$ cat src/rtl/mem_arbiter.sv
// Arbitrates the I-cache and D-cache onto one memory port: one transaction at a
// time, round-robin on simultaneous requests, memory-side outputs driven from flops.
module mem_arbiter #(
    parameter int ADDR_WIDTH  = 28,
    parameter int BLOCK_WIDTH = 128
) (
    input  logic                   clk,
    input  logic                   proc_reset,

    input  logic                   i_read,
    input  logic                   i_write,
    input  logic [ADDR_WIDTH-1:0]  i_addr,
    input  logic [BLOCK_WIDTH-1:0] i_wdata,
    output logic [BLOCK_WIDTH-1:0] i_rdata,
    output logic                   i_ready,

    input  logic                   d_read,
    input  logic                   d_write,
    input  logic [ADDR_WIDTH-1:0]  d_addr,
    input  logic [BLOCK_WIDTH-1:0] d_wdata,
    output logic [BLOCK_WIDTH-1:0] d_rdata,
    output logic                   d_ready,

    output logic                   mem_read,
    output logic                   mem_write,
    output logic [ADDR_WIDTH-1:0]  mem_addr,
    output logic [BLOCK_WIDTH-1:0] mem_wdata,
    input  logic [BLOCK_WIDTH-1:0] mem_rdata,
    input  logic                   mem_ready
);

    typedef enum logic [1:0] {
        IDLE    = 2'd0,
        SERVE_I = 2'd1,
        SERVE_D = 2'd2
    } state_t;

    state_t                 state_q, state_d;
    logic                   last_grant_q, last_grant_d;   // 0 = I-cache, 1 = D-cache
    logic                   mem_read_q, mem_read_d;
    logic                   mem_write_q, mem_write_d;
    logic [ADDR_WIDTH-1:0]  mem_addr_q, mem_addr_d;
    logic [BLOCK_WIDTH-1:0] mem_wdata_q, mem_wdata_d;

    logic i_active;
    logic d_active;
    logic grant_sel;

    assign i_active = i_read | i_write;
    assign d_active = d_read | d_write;

    always_comb begin
        state_d      = state_q;
        last_grant_d = last_grant_q;
        mem_read_d   = mem_read_q;
        mem_write_d  = mem_write_q;
        mem_addr_d   = mem_addr_q;
        mem_wdata_d  = mem_wdata_q;
        grant_sel    = 1'b0;

        case (state_q)
            IDLE: begin
                if (i_active || d_active) begin
                    // On a tie the requester that did not win last time goes first.
                    grant_sel    = (i_active && d_active) ? ~last_grant_q : d_active;
                    last_grant_d = grant_sel;
                    state_d      = grant_sel ? SERVE_D : SERVE_I;
                    mem_write_d  = grant_sel ? d_write : i_write;
                    mem_read_d   = grant_sel ? ~d_write : ~i_write;
                    mem_addr_d   = grant_sel ? d_addr  : i_addr;
                    mem_wdata_d  = grant_sel ? d_wdata : i_wdata;
                end
            end
            SERVE_I, SERVE_D: begin
                if (mem_ready) begin
                    state_d     = IDLE;
                    mem_read_d  = 1'b0;
                    mem_write_d = 1'b0;
                    mem_addr_d  = '0;
                    mem_wdata_d = '0;
                end
            end
            default: begin
                state_d     = IDLE;
                mem_read_d  = 1'b0;
                mem_write_d = 1'b0;
                mem_addr_d  = '0;
                mem_wdata_d = '0;
            end
        endcase
    end

    always_ff @(posedge clk) begin
        if (proc_reset) begin
            state_q      <= IDLE;
            last_grant_q <= 1'b0;
            mem_read_q   <= 1'b0;
            mem_write_q  <= 1'b0;
            mem_addr_q   <= '0;
            mem_wdata_q  <= '0;
        end else begin
            state_q      <= state_d;
            last_grant_q <= last_grant_d;
            mem_read_q   <= mem_read_d;
            mem_write_q  <= mem_write_d;
            mem_addr_q   <= mem_addr_d;
            mem_wdata_q  <= mem_wdata_d;
        end
    end

    assign mem_read  = mem_read_q;
    assign mem_write = mem_write_q;
    assign mem_addr  = mem_addr_q;
    assign mem_wdata = mem_wdata_q;

    // Completion is steered combinationally so the cache sees it in the same cycle.
    assign i_ready = (state_q == SERVE_I) && mem_ready;
    assign d_ready = (state_q == SERVE_D) && mem_ready;
    assign i_rdata = i_ready ? mem_rdata : '0;
    assign d_rdata = d_ready ? mem_rdata : '0;

endmodule

$ cat config.mk
export PLATFORM = sky130hd
export DESIGN_NAME = mem_arbiter
export DESIGN_NICKNAME = d
export VERILOG_FILES = /design/src/rtl/mem_arbiter.sv
export SDC_FILE = /design/constraint.sdc
export NUM_CORES = 1
export LEC_CHECK = 0
export BUFFER_PORTS_ARGS = -buffer_cell sky130_fd_sc_hd__buf_2
export CORE_AREA = 10 10 329 331
export DETAILED_ROUTE_END_ITERATION = 8
export DIE_AREA = 0 0 339 341
export HOLD_SLACK_MARGIN = 0.05
export PLACE_DENSITY_LB_ADDON = 0.3
export SLEW_MARGIN = 20
export SYNTH_ARGS = -nofsm -noshare
export SYNTH_HDL_FRONTEND = slang
export SYNTH_SLANG_ARGS = --single-unit
$ cat constraint.sdc
create_clock -name clk -period 1.9 [get_ports clk]
set_clock_uncertainty 0.2 [all_clocks]
set_input_delay 0.38 -clock clk [delete_from_list [all_inputs] [get_ports clk]]
set_output_delay 0.38 -clock clk [all_outputs]
set_load 0.02 [all_outputs]
Yosys cells after proc, flatten, opt, wreduce, memory -nomap -nowiden
Cells that the tools add are included.
{"block": "totals", "word_cells": 45, "in_bits": 447, "register_bits": 161}
{"block": "classes", "reduce_logical": 8, "eq_ne": 4, "bitwise": 5, "mux": 22}
{"op": "$mux 128", "count": 5}
{"op": "$pmux 128 s2", "count": 1}
{"op": "$mux 28", "count": 3}
{"op": "$pmux 28 s2", "count": 1}
{"op": "$mux 1", "count": 6}
{"op": "$mux 2", "count": 3}
{"op": "$ne 2x2->1 const B", "count": 2}
{"op": "$pmux 1 s2", "count": 2}
{"op": "$pmux 2 s2", "count": 1}
{"op": "$reduce_and 2->1", "count": 2}
{"op": "$logic_and 1x1->1", "count": 3}
{"op": "$not 1->1", "count": 3}
{"op": "$eq 2x1->1 const B", "count": 1}
{"op": "$eq 2x2->1 const B", "count": 1}
{"op": "$logic_not 2->1", "count": 1}
{"op": "$or 1x1->1", "count": 2}
{"op": "$reduce_or 2->1", "count": 1}
{"op": "$logic_or 1x1->1", "count": 1}

Longest topological paths before layout
{"block": "logic_depth", "depth_word": 6, "depth_mapped": 8}

Worst setup path before layout
OpenSTA, ideal clock, no wires.
{"block": "synth_path", "path_kind": "flip-flop to flip-flop", "from": "register state_q[0]", "to": "register mem_addr_q[22] (netlist: mem_addr[22])", "arrival_ps": 1736, "slack_ps": -104, "path_stages_with_launch": 9, "period_less_slack_ps": 2004, "path_buffers": 2, "setup_time_ps": 68, "cell_sequence": "dfxtp_1 > inv_1 > ha_1 > nor2b_1 > or3_1 > a21o_1 > buf_6 > buf_6 > o2bb2ai_2"}
{"block": "synth_via", "elab_chain_cells": 4}
{"element": "start, declared", "line": "38", "rtl": "state_t state_q, state_d;"}
{"element": "start signal, assigned", "line": "102", "rtl": "state_q <= state_d;"}
{"element": "$eq 2x1->1 or $eq 2x2->1 (tied branches)", "line": "61", "rtl": "case (state_q)"}
{"element": "$reduce_or 2->1", "line": "61"}
{"element": "$ne 2x2->1 (no line)"}
{"element": "$reduce_and 2->1 (no line)"}
{"element": "end signal, assigned", "line": "106", "rtl": "mem_addr_q <= mem_addr_d;"}
{"element": "end, declared", "line": "42", "rtl": "logic [ADDR_WIDTH-1:0] mem_addr_q, mem_addr_d;"}
Parallel ways exist; a longest one is shown, timed or not.
A chain may end at the register's enable or synchronous reset.

Worst setup path after layout
{"block": "layout_path", "from": "register state_q[1]", "to": "output port d_rdata[102]"}
{"block": "layout_via", "elab_chain_cells": 3}
{"element": "$eq 2x2->1", "line": "118", "rtl": "assign d_ready = (state_q == SERVE_D) && mem_ready;"}
{"element": "$logic_and 1x1->1", "line": "118"}
{"element": "$mux 128", "line": "120", "rtl": "assign d_rdata = d_ready ? mem_rdata : '0;"}
{"element": "end, declared", "line": "21", "rtl": "output logic [BLOCK_WIDTH-1:0] d_rdata,"}
Every way passes these cells.

==> results by group <==
Status
  – Status: finished with violations
  – Failing checks: negative setup slack

STA
  – Final setup fails: 417
  – Tcrit/Tclk final: 130%
  – Rel. slew slack: 69.9%
  – Max Transition Viols Final: 0
  – RSZ-0062 raised after global routing: true
  – Hold Vio Cnt, Final: 0
  – Max Fclk: 405 MHz
  – Slew @ Worst Pin: 451 ps
  – Hold WS: 69.8 ps
  – Final Critical Period: 2470 ps
  – Post-route setup slack: -571 ps

GRT
  – Gr usage total: 13.5%
  – Initial antenna violation count: 58
  – Largest net degree at the start of global routing: 111
  – GR Overflow Total: 0
  – First-pass GRT wire length: 110,000 um
  – Vias in the first global route: ~13,000

Setup path
  – Max FO, Critical Path: 20
  – R2R Setup Slk: -350 ps
  – R2R depth: 8
  – Reg2reg end: mem_wdata[51]
  – Beginning of the critical path: state_q[1]
  – CP endpoint kind: primary output
  – CP required: 1320 ps
  – R2R Path Start: state_q[1]
  – WP data arrival: 1890 ps
  – CP Launch Type: flip-flop
  – Critical path class: flip-flop to primary output
  – Crit path capture: d_rdata[102]

Pwr
  – Peak supply drop: around 0.67 mV
  – Int Pwr: ~0.0097 W
  – PD cells: 819 mW/mm2
  – Switching pwr: 0.00698 W
  – Reg power frac: approximately 27%
  – Static Leak: 10.2 nW
  – Switching Fraction: around two fifths
  – Clock power share: 21.7%
  – Comb pwr share: 51.1%

Clocking
  – H-Tree Depth: 4
  – CTS Sinks: 161
  – Clk root buf: clkbuf_16
  – Clk buf depth: 2
  – Worst-Skew Late Latency: 460 ps
  – CTS Buf Count: 17
  – Worst-path clk slew: 80 ps
  – TritonCTS clock tree: yes

Drt
  – Final WL: approximately 84,000 um
  – DRC viols: 0
  – Vias per inst: 3.58
  – First DRT Iteration DRCs: 646
  – Routed vias: ~12,000
  – WL/cell: 24.4 um
  – ANT nets after route: 0
  – DRT Pass-1 Iters: 7

Synthesis
  – Mean Syn Cell Area: 9.89 um2
  – Syn. warnings: 0
  – Cell with the most instances after synthesis: and3_1
  – Largest area contributor in the netlist: dfxtp_1
  – Synth cell count leaders: and3_1 (256), dfxtp_1 (161), mux2i_1 (156)
  – Async S/R FF share, synth: 0%
  – Syn nets: around 1,300
  – Cell area after synthesis: 0.00856 mm2
  – Distinct cells, synth: 28
  – #FFs+latches synth: roughly 160
  – Top_reg_cell synth: dfxtp_1
  – Area contributors post-synth: dfxtp_1 (38%), and3_1 (19%), mux2i_1 (18%)
  – Mapped Cells: 866
  – Synth top area share: between 30% and 40%
  – Seq/Total Area, Yosys: 37.6%
  – Post-synth EDFFs: 0

Job
  – Max Cap Viol: 0

Worst hold path
  – Hold WC Path Type: input pin to flip-flop

Floorplanning
  – I/O Pins: roughly 860
  – DIE HEIGHT: approximately 340 um
  – Core box area: 0.101 mm2
  – Starting Density: under 10%
  – # rows: between 100 and 150
  – Die area: 0.116 mm2
  – Die Wd: 339 um

Layout
  – Area Growth Syn to Fin: 138%
  – Fill count: 11,200
  – Register area: around 0.0032 mm2
  – Area of the multi-input gates: roughly 0.0052 mm2
  – Share of cells above drive strength 1: 53.8%
  – Fin util: 20.1%
  – Nets@finish: 2,489

Placed design
  – GPL Wtd Cong: approximately 0.86
  – PortBufs: about 860
  – DP HPWL: 68,200 um
  – Dpl ws: -283 ps
flip-flops by register name (all words and copies together), names as in the netlist:
register	cells
mem_write	1
mem_wdata	128
state_q	2
mem_read	1
last_grant_q	1
mem_addr	28
cell type report:
cell class,count,area share (%)
multi-input combinational,593,25.4
timing repair buffer,1262,47.2
clock inverter,15,0.932
antenna,7,0.0858
sequential,161,15.8
tap,1368,8.39
clock buffer,17,2.08
inverter,4,0.0736
how the worst min path moves through the flow:
| stage | start | cells after the start | slack, ps | endpoint |
|---|---|---|---|---|
| 2_1_floorplan | proc_reset | 1 | 260 | last_grant_q |
| 3_3_place_gp | mem_wdata[45] | 1 | 240 | mem_wdata[45] |
| 3_5_place_dp | mem_wdata[40] | 1 | 240 | mem_wdata[40] |
| 4_1_cts | d_wdata[115] | 3 | 60 | mem_wdata[115] |
| 5_1_grt | d_wdata[115] | 3 | 90 | mem_wdata[115] |
| 6_report | d_wdata[115] | 3 | 70 | mem_wdata[115] |
placed cells by master (no fill, tap or decap), types with 3 or more instances in the layout:
| cell | instances |
|---|---|
| and3_1 | 182 |
| and3_4 | 74 |
| buf_12 | 27 |
| buf_16 | 10 |
| buf_2 | 692 |
| buf_4 | 108 |
| buf_6 | 122 |
| buf_8 | 8 |
| clkbuf_16 | 23 |
| clkbuf_4 | 4 |
| clkinv_8 | 7 |
| clkinvlp_4 | 3 |
| dfxtp_1 | 159 |
| diode_2 | 7 |
| dlygate4sd3_1 | 284 |
| inv_8 | 4 |
| mux2i_1 | 156 |
| nor2_1 | 3 |
| o2bb2ai_1 | 147 |
| o2bb2ai_2 | 10 |
power groups by stage:
stage,combinational [W],clock [W],sequential (W)
CTS,0.00815,0.00379,0.00455
finish,0.00854,0.00362,0.00455
global placement,0.00690,0,0.00464
detailed placement,0.00690,0,0.00461
floorplan,0.00274,0,0.00542
global route,0.00905,0.00389,0.00465
through the flow:
| stage | power, W | instance area (um2) | setup TNS, ps | std cells |
|---|---|---|---|---|
| 2_1_floorplan | 0.00817 | 8570 | -10520 | 866 |
| 3_3_place_gp | 0.0115 | 15000 | -38630 | 3071 |
| 3_5_place_dp | 0.0115 | 15000 | -34120 | 3071 |
| 4_1_cts | 0.0165 | 19600 | -187180 | 3407 |
| 5_1_grt | 0.0176 | 20400 | -219600 | 3421 |
| 6_report | 0.0167 | 20400 | -176610 | 3427 |
worst max-delay path, cell delays in order (launching register included):
cell and delay, ps:
dfxtp_2 350, buf_4 120, ha_4 270, buf_8 180, clkbuf_16 180, and3_1 200
buf_6 130
metal layers:
layer,vias to the layer above,share of wire [%],track usage [%]
met3,194,7.6,4.01
li1,5659,-,-
met4,8,4.2,4.45
met2,704,51,25.0
met5,-,0.054,0
met1,5691,37,14.4
logic make-up (layout without fill, tap and decap cells):
kind of cell	after synthesis	count (layout)	share of synthesized area [%]
fa+ha+maj	3	3	0.439
other cells	0	7	0
mux	156	156	18.2
simple gates	267	267	19.4
buf+inv	112	1298	6.61
compound gates	167	167	17.6
flops	161	161	37.6
timing repair:
item / 4_1_cts / 5_1_grt
hold endpoints to repair: 144 / 0
cloned: 9 / 7
endpoints found under the setup margin: 417 / 418
resized for setup: 226 / 166
pin swaps: 1 / 0
hold buffers: 284 / 0
buffers inserted: 11 / 7
Note: power is estimated with default switching activity, not from simulation.
